<file path="config.mk">
export PLATFORM = sky130hd
export DESIGN_NAME = tube_r3_dma
export DESIGN_NICKNAME = d
export VERILOG_FILES = /design/src/rtl/tube_pkg.sv /design/src/rtl/tube_r3_dma.sv
export SDC_FILE = /design/constraint.sdc
export NUM_CORES = 1
export LEC_CHECK = 0
export BUFFER_PORTS_ARGS = -buffer_cell sky130_fd_sc_hd__buf_4
export CAP_MARGIN = 25
export CORE_MARGIN = 1.5
export CORE_UTILIZATION = 55
export DETAILED_ROUTE_END_ITERATION = 10
export PLACE_DENSITY = 0.86
export SLEW_MARGIN = 15
export SYNTH_ARGS = -nofsm -noshare
export SYNTH_HDL_FRONTEND = slang
export SYNTH_SLANG_ARGS = --single-unit
</file>
<file path="constraint.sdc">
create_clock -name p_phi2 -period 4.82 [get_ports p_phi2]
set_input_delay 0.964 -clock p_phi2 [delete_from_list [all_inputs] [get_ports p_phi2]]
set_output_delay 0.964 -clock p_phi2 [all_outputs]
set_load 0.05 [all_outputs]
</file>
<file path="src/rtl/tube_pkg.sv">
// rtl/tube_pkg.sv - shared tube register addresses and DMA state encoding
package tube_pkg;

  typedef enum logic [2:0] {
    IDLE,
    WAIT_NMI,
    TUBE_RD,
    MEM_WR,
    MEM_RD,
    TUBE_WR,
    GAP
  } dma_state_t;

  localparam logic [2:0] REG3_DATA   = 3'h5;
  localparam logic [2:0] REG3_STATUS = 3'h4;

endpackage

</file>
<file path="src/rtl/tube_r3_dma.sv">
// rtl/tube_r3_dma.sv - PNMI-paced byte mover between tube register 3 and parasite memory
module tube_r3_dma
  import tube_pkg::*;
#(
  parameter int ADDR_W     = 16,
  parameter int GAP_CYCLES = 2
) (
  input  logic              p_phi2,
  input  logic              p_rst,
  input  logic              start,
  input  logic              abort,
  input  logic              cfg_dir,
  input  logic              cfg_two_byte,
  input  logic [ADDR_W-1:0] cfg_base,
  input  logic [ADDR_W-1:0] cfg_count,
  input  logic              p_nmi_b,
  output logic              p_cs_b,
  output logic [2:0]        p_addr,
  output logic              p_rdnw,
  input  logic [7:0]        p_data_in,
  output logic [7:0]        p_data_out,
  output logic [ADDR_W-1:0] mem_addr,
  output logic              mem_we,
  output logic              mem_re,
  output logic [7:0]        mem_wdata,
  input  logic [7:0]        mem_rdata,
  output logic              busy,
  output logic              done,
  output logic              aborted,
  output logic [ADDR_W-1:0] remaining
);

  localparam logic [7:0] GAP_LAST = 8'(GAP_CYCLES - 1);

  dma_state_t        state, state_d, after_byte;
  logic              dir_q, two_q, second_q;
  logic [7:0]        byte_q, gap_q;
  logic [ADDR_W-1:0] addr_q, rem_q, rem_dec;
  logic              load, step, capture, done_d, aborted_d;

  assign rem_dec   = rem_q - ADDR_W'(1);
  assign mem_addr  = addr_q;
  assign remaining = rem_q;
  assign mem_wdata = byte_q;
  assign busy      = (state != IDLE);

  // A second byte in two-byte mode follows straight on, skipping the PNMI check.
  always_comb begin
    if (two_q && !second_q && rem_dec != '0)
      after_byte = dir_q ? MEM_RD : TUBE_RD;
    else if (GAP_CYCLES > 0)
      after_byte = GAP;
    else if (rem_dec == '0)
      after_byte = IDLE;
    else
      after_byte = WAIT_NMI;
  end

  always_ff @(posedge p_phi2 or posedge p_rst) begin
    if (p_rst) state <= IDLE;
    else       state <= state_d;
  end

  always_comb begin
    state_d    = state;
    load       = 1'b0;
    step       = 1'b0;
    capture    = 1'b0;
    done_d     = 1'b0;
    aborted_d  = 1'b0;
    p_cs_b     = 1'b1;
    p_rdnw     = 1'b1;
    p_addr     = 3'h0;
    p_data_out = 8'h00;
    mem_we     = 1'b0;
    mem_re     = 1'b0;
    case (state)
      IDLE: begin
        if (start && !abort) begin
          load = 1'b1;
          if (cfg_count == '0) done_d  = 1'b1;
          else                 state_d = WAIT_NMI;
        end
      end
      WAIT_NMI: begin
        if (!p_nmi_b) state_d = dir_q ? MEM_RD : TUBE_RD;
      end
      TUBE_RD: begin
        p_cs_b  = 1'b0;
        p_addr  = REG3_DATA;
        capture = 1'b1;
        state_d = MEM_WR;
      end
      MEM_WR: begin
        mem_we  = 1'b1;
        step    = 1'b1;
        state_d = after_byte;
        done_d  = (after_byte == IDLE);
      end
      MEM_RD: begin
        mem_re  = 1'b1;
        state_d = TUBE_WR;
      end
      TUBE_WR: begin
        p_cs_b     = 1'b0;
        p_addr     = REG3_DATA;
        p_rdnw     = 1'b0;
        p_data_out = mem_rdata;
        step       = 1'b1;
        state_d    = after_byte;
        done_d     = (after_byte == IDLE);
      end
      GAP: begin
        if (gap_q == GAP_LAST) begin
          if (rem_q == '0) begin
            state_d = IDLE;
            done_d  = 1'b1;
          end else begin
            state_d = WAIT_NMI;
          end
        end
      end
      default: state_d = IDLE;
    endcase
    // Abort cancels the byte in flight, so its address/count update never lands.
    if (abort && state != IDLE) begin
      state_d   = IDLE;
      step      = 1'b0;
      capture   = 1'b0;
      done_d    = 1'b0;
      aborted_d = 1'b1;
    end
  end

  always_ff @(posedge p_phi2 or posedge p_rst) begin
    if (p_rst) begin
      dir_q    <= 1'b0;
      two_q    <= 1'b0;
      second_q <= 1'b0;
      byte_q   <= 8'h00;
      gap_q    <= 8'h00;
      addr_q   <= '0;
      rem_q    <= '0;
      done     <= 1'b0;
      aborted  <= 1'b0;
    end else begin
      done    <= done_d;
      aborted <= aborted_d;
      gap_q   <= (state == GAP) ? gap_q + 8'd1 : 8'd0;
      if (load) begin
        dir_q    <= cfg_dir;
        two_q    <= cfg_two_byte;
        addr_q   <= cfg_base;
        rem_q    <= cfg_count;
        second_q <= 1'b0;
      end
      if (capture) byte_q <= p_data_in;
      if (step) begin
        addr_q   <= addr_q + ADDR_W'(1);
        rem_q    <= rem_dec;
        second_q <= (state_d == TUBE_RD) || (state_d == MEM_RD);
      end
    end
  end

endmodule

</file>
==> run metrics <==
status=completed; Core Rows=28; switching portion of total power=0.550; Post-Syn Area=3330 sq um; Int Power=roughly 1300 uW; final WL=8890 um; core area=5890 sq um; Syn Area/Cell=just over 9 sq um; Final setup viols=0; Most used DFF post-synth=dfrtp_1; Yosys cell types=57; Pre-Repair DR Iteration Count=5; Final Cycle Share=0.626; Die ar.=6530 sq um; IO Count=between 100 and 150; WP data required=just under 4000 ps; clk_lat worst skew=roughly 320 ps; Final Max Tran Viols=0; RSZ-0062 raised after global routing=false; Die Wd=a little over 80 um; CP max FO=21; MaxCap Viol Count=0; worst reg2reg path depth=7; clock sinks=56; HP Class=reg2reg; H-tree Lvls=2; GP Congestion=0.840; WHS Path Cells=2; initial antenna violation count=0; Post-route DRC=0; Slew HR=0.516; top cells by area, synth=dfrtp_1, nor2_1, a21oi_1; Hold Crit Start=two_q; commonest non-fill, non-tap cells in the layout=buf_4, dfrtp_1, nor2_1; Starting DRT DRC Count=approximately 250; Period minus WS final=3020 ps; Yosys warning count=0; share of the synthesized area in the top cell type=0.421; final setup TNS=0 ps; number of port buffers=111; CTS buffer count=5; RR Startpoint=remaining[1]; DRT antenna net count=0; clk_skew=between 10 and 15 ps; final hold violation count=0; Crit Reg-Reg Endpoint=second_q; Area Growth Syn to Fin=26.9%; HPWL after DPL=6320 um; Ant. Diodes=0; post-synth top area cell=dfrtp_1; total number of vias=3272; Initial Util=0.566; Synth Instances=367; vias in the first global route=3102; most common cell after layout, fill and taps aside=buf_4; Reg power frac=0.324; Pwr Density=697 nW/um^2; FF+latch count, synth=56; first-pass GRT wire length=around 14000 um; Post-synth EDFFs=0; Critical Path AT=just over 2000 ps; Peak Freq=0.331 GHz; post-layout util=0.718; syn_nets=around 430; CTS root buf=clkbuf_8; Setup Fix Bufs, Post-CTS=0; Vert. Die Dim=80.8 um; switching pwr=1620 uW; fraction of registers with async set/reset=1.00; crit-path cells=inv_1 -> nor3_1 -> inv_1 -> o21ai_0 -> buf_4; Worst-Margin Slew=a little over 700 ps; Vias/cell=6.06; cell mode on critical path=inv_1; Avg WL per Cell=16.5 um; P_leak=about 0.0019 uW; Slowest cell on crit path=dfrtp_1; # resized after CTS=0; post-synthesis sequential area ratio=0.421; largest net degree at the start of global routing=between 50 and 60; Clock Power Share=0.093; Worst setup SP type=flip-flop; gr usage total=0.283; Comb power frac=0.583; flop-to-flop setup slack=roughly 2200 ps; hold endpoint=two_q; maximum VDD drop=0.459 mV; Setup crit end kind=primary output; NumNets Final=524; Clock Path Buffers=2; gr ovfl total=0; max incr delay on CP=750 ps; layout cells sized above 1=0.320; WS Path Type=reg2out; # hold bufs at CTS=0; CTS tree=done; clk slew on worst S/H paths=approximately 100 ps
## worst max-delay path by stage
stage / cells after the start / from / to / slack (ps)
CTS: 5 / state[2] / p_addr[2] / 1830
global placement: 6 / abort / remaining[14] / 2160
floorplan: 4 / state[1] / p_cs_b / 1250
detailed placement: 6 / abort / remaining[12] / 2090
global route: 6 / state[2] / p_cs_b / 1600
finish: 5 / state[2] / p_addr[2] / 1800
## cells in the mapped netlist (all sizes together) (5+ instances only)
master and number:
dfrtp 56, nor2 47, a21oi 25, nand2 24, nor3 23, a211oi 15, and3 14, inv 14
a311oi 13, clkbuf 13, nand3 13, buf 11, o21ai 11, nor4 10, mux2 8, ha 5
nor2b 5
## power groups by stage
stage	Sequential [uW]	Combinational (uW)	Clock (uW)
after global placement	941	1680	0
after floorplan	1420	756	0
after global routing	987	1810	292
after detailed placement	949	1720	0
final	954	1720	273
after CTS	942	1720	275
## through the flow
step / setup WS [ps] / instances / cell area (sq um) / hold slack [ps] / power (uW)
final: 1800 / 540 / 4230 / 478 / 2950
after floorplan: 1250 / 367 / 3330 / 438 / 2170
after global placement: 2160 / 532 / 4140 / 463 / 2620
after detailed placement: 2090 / 532 / 4140 / 460 / 2670
after global routing: 1600 / 540 / 4230 / 523 / 3090
after CTS: 1830 / 540 / 4230 / 484 / 2940
## worst max-delay path, delay by kind of cell, from the launching register on
family                 cells  cell delay (ps)
flip-flops                 1              750
buffers and inverters      3              560
AND/OR/NAND/NOR            1              290
AO/OA/AOI/OAI              1              140
## cell families after synthesis
| logic type | synth area share |
|---|---|
| simple gates | 0.253 |
| compound gates | 0.196 |
| flops | 0.421 |
| buf+inv | 0.0623 |
| xor+xnor | 0.0210 |
| mux | 0.0270 |
| fa+ha+maj | 0.0188 |
| other cells | 0.00113 |
## final cells by class
| class | instances | area (sq um) |
|---|---|---|
| sequential | 56 | 1400 |
| clock buffer | 6 | 82.6 |
| fill | 461 | 1660 |
| multi-input combinational | 272 | 1720 |
| tap | 75 | 93.8 |
| inverter | 15 | 61.3 |
| clock inverter | 2 | 10.0 |
| timing repair buffer | 114 | 856 |
## per-layer routing
metal / up-vias / GRT usage / wire length (um)
met5: - / 0 / 0
met4: 0 / 0.105 / 137
met3: 12 / 0.0506 / 614
met2: 138 / 0.455 / 4340
met1: 1572 / 0.382 / 3790
li1: 1550 / - / -
## registers in the layout, summed over array words and instances (netlist names)
signal / cells
second_q: 1
aborted: 1
mem_wdata: 8
state: 3
gap_q: 8
two_q: 1
dir_q: 1
remaining: 16
done: 1
mem_addr: 16
No activity file was read; power rests on OpenSTA's default activity.
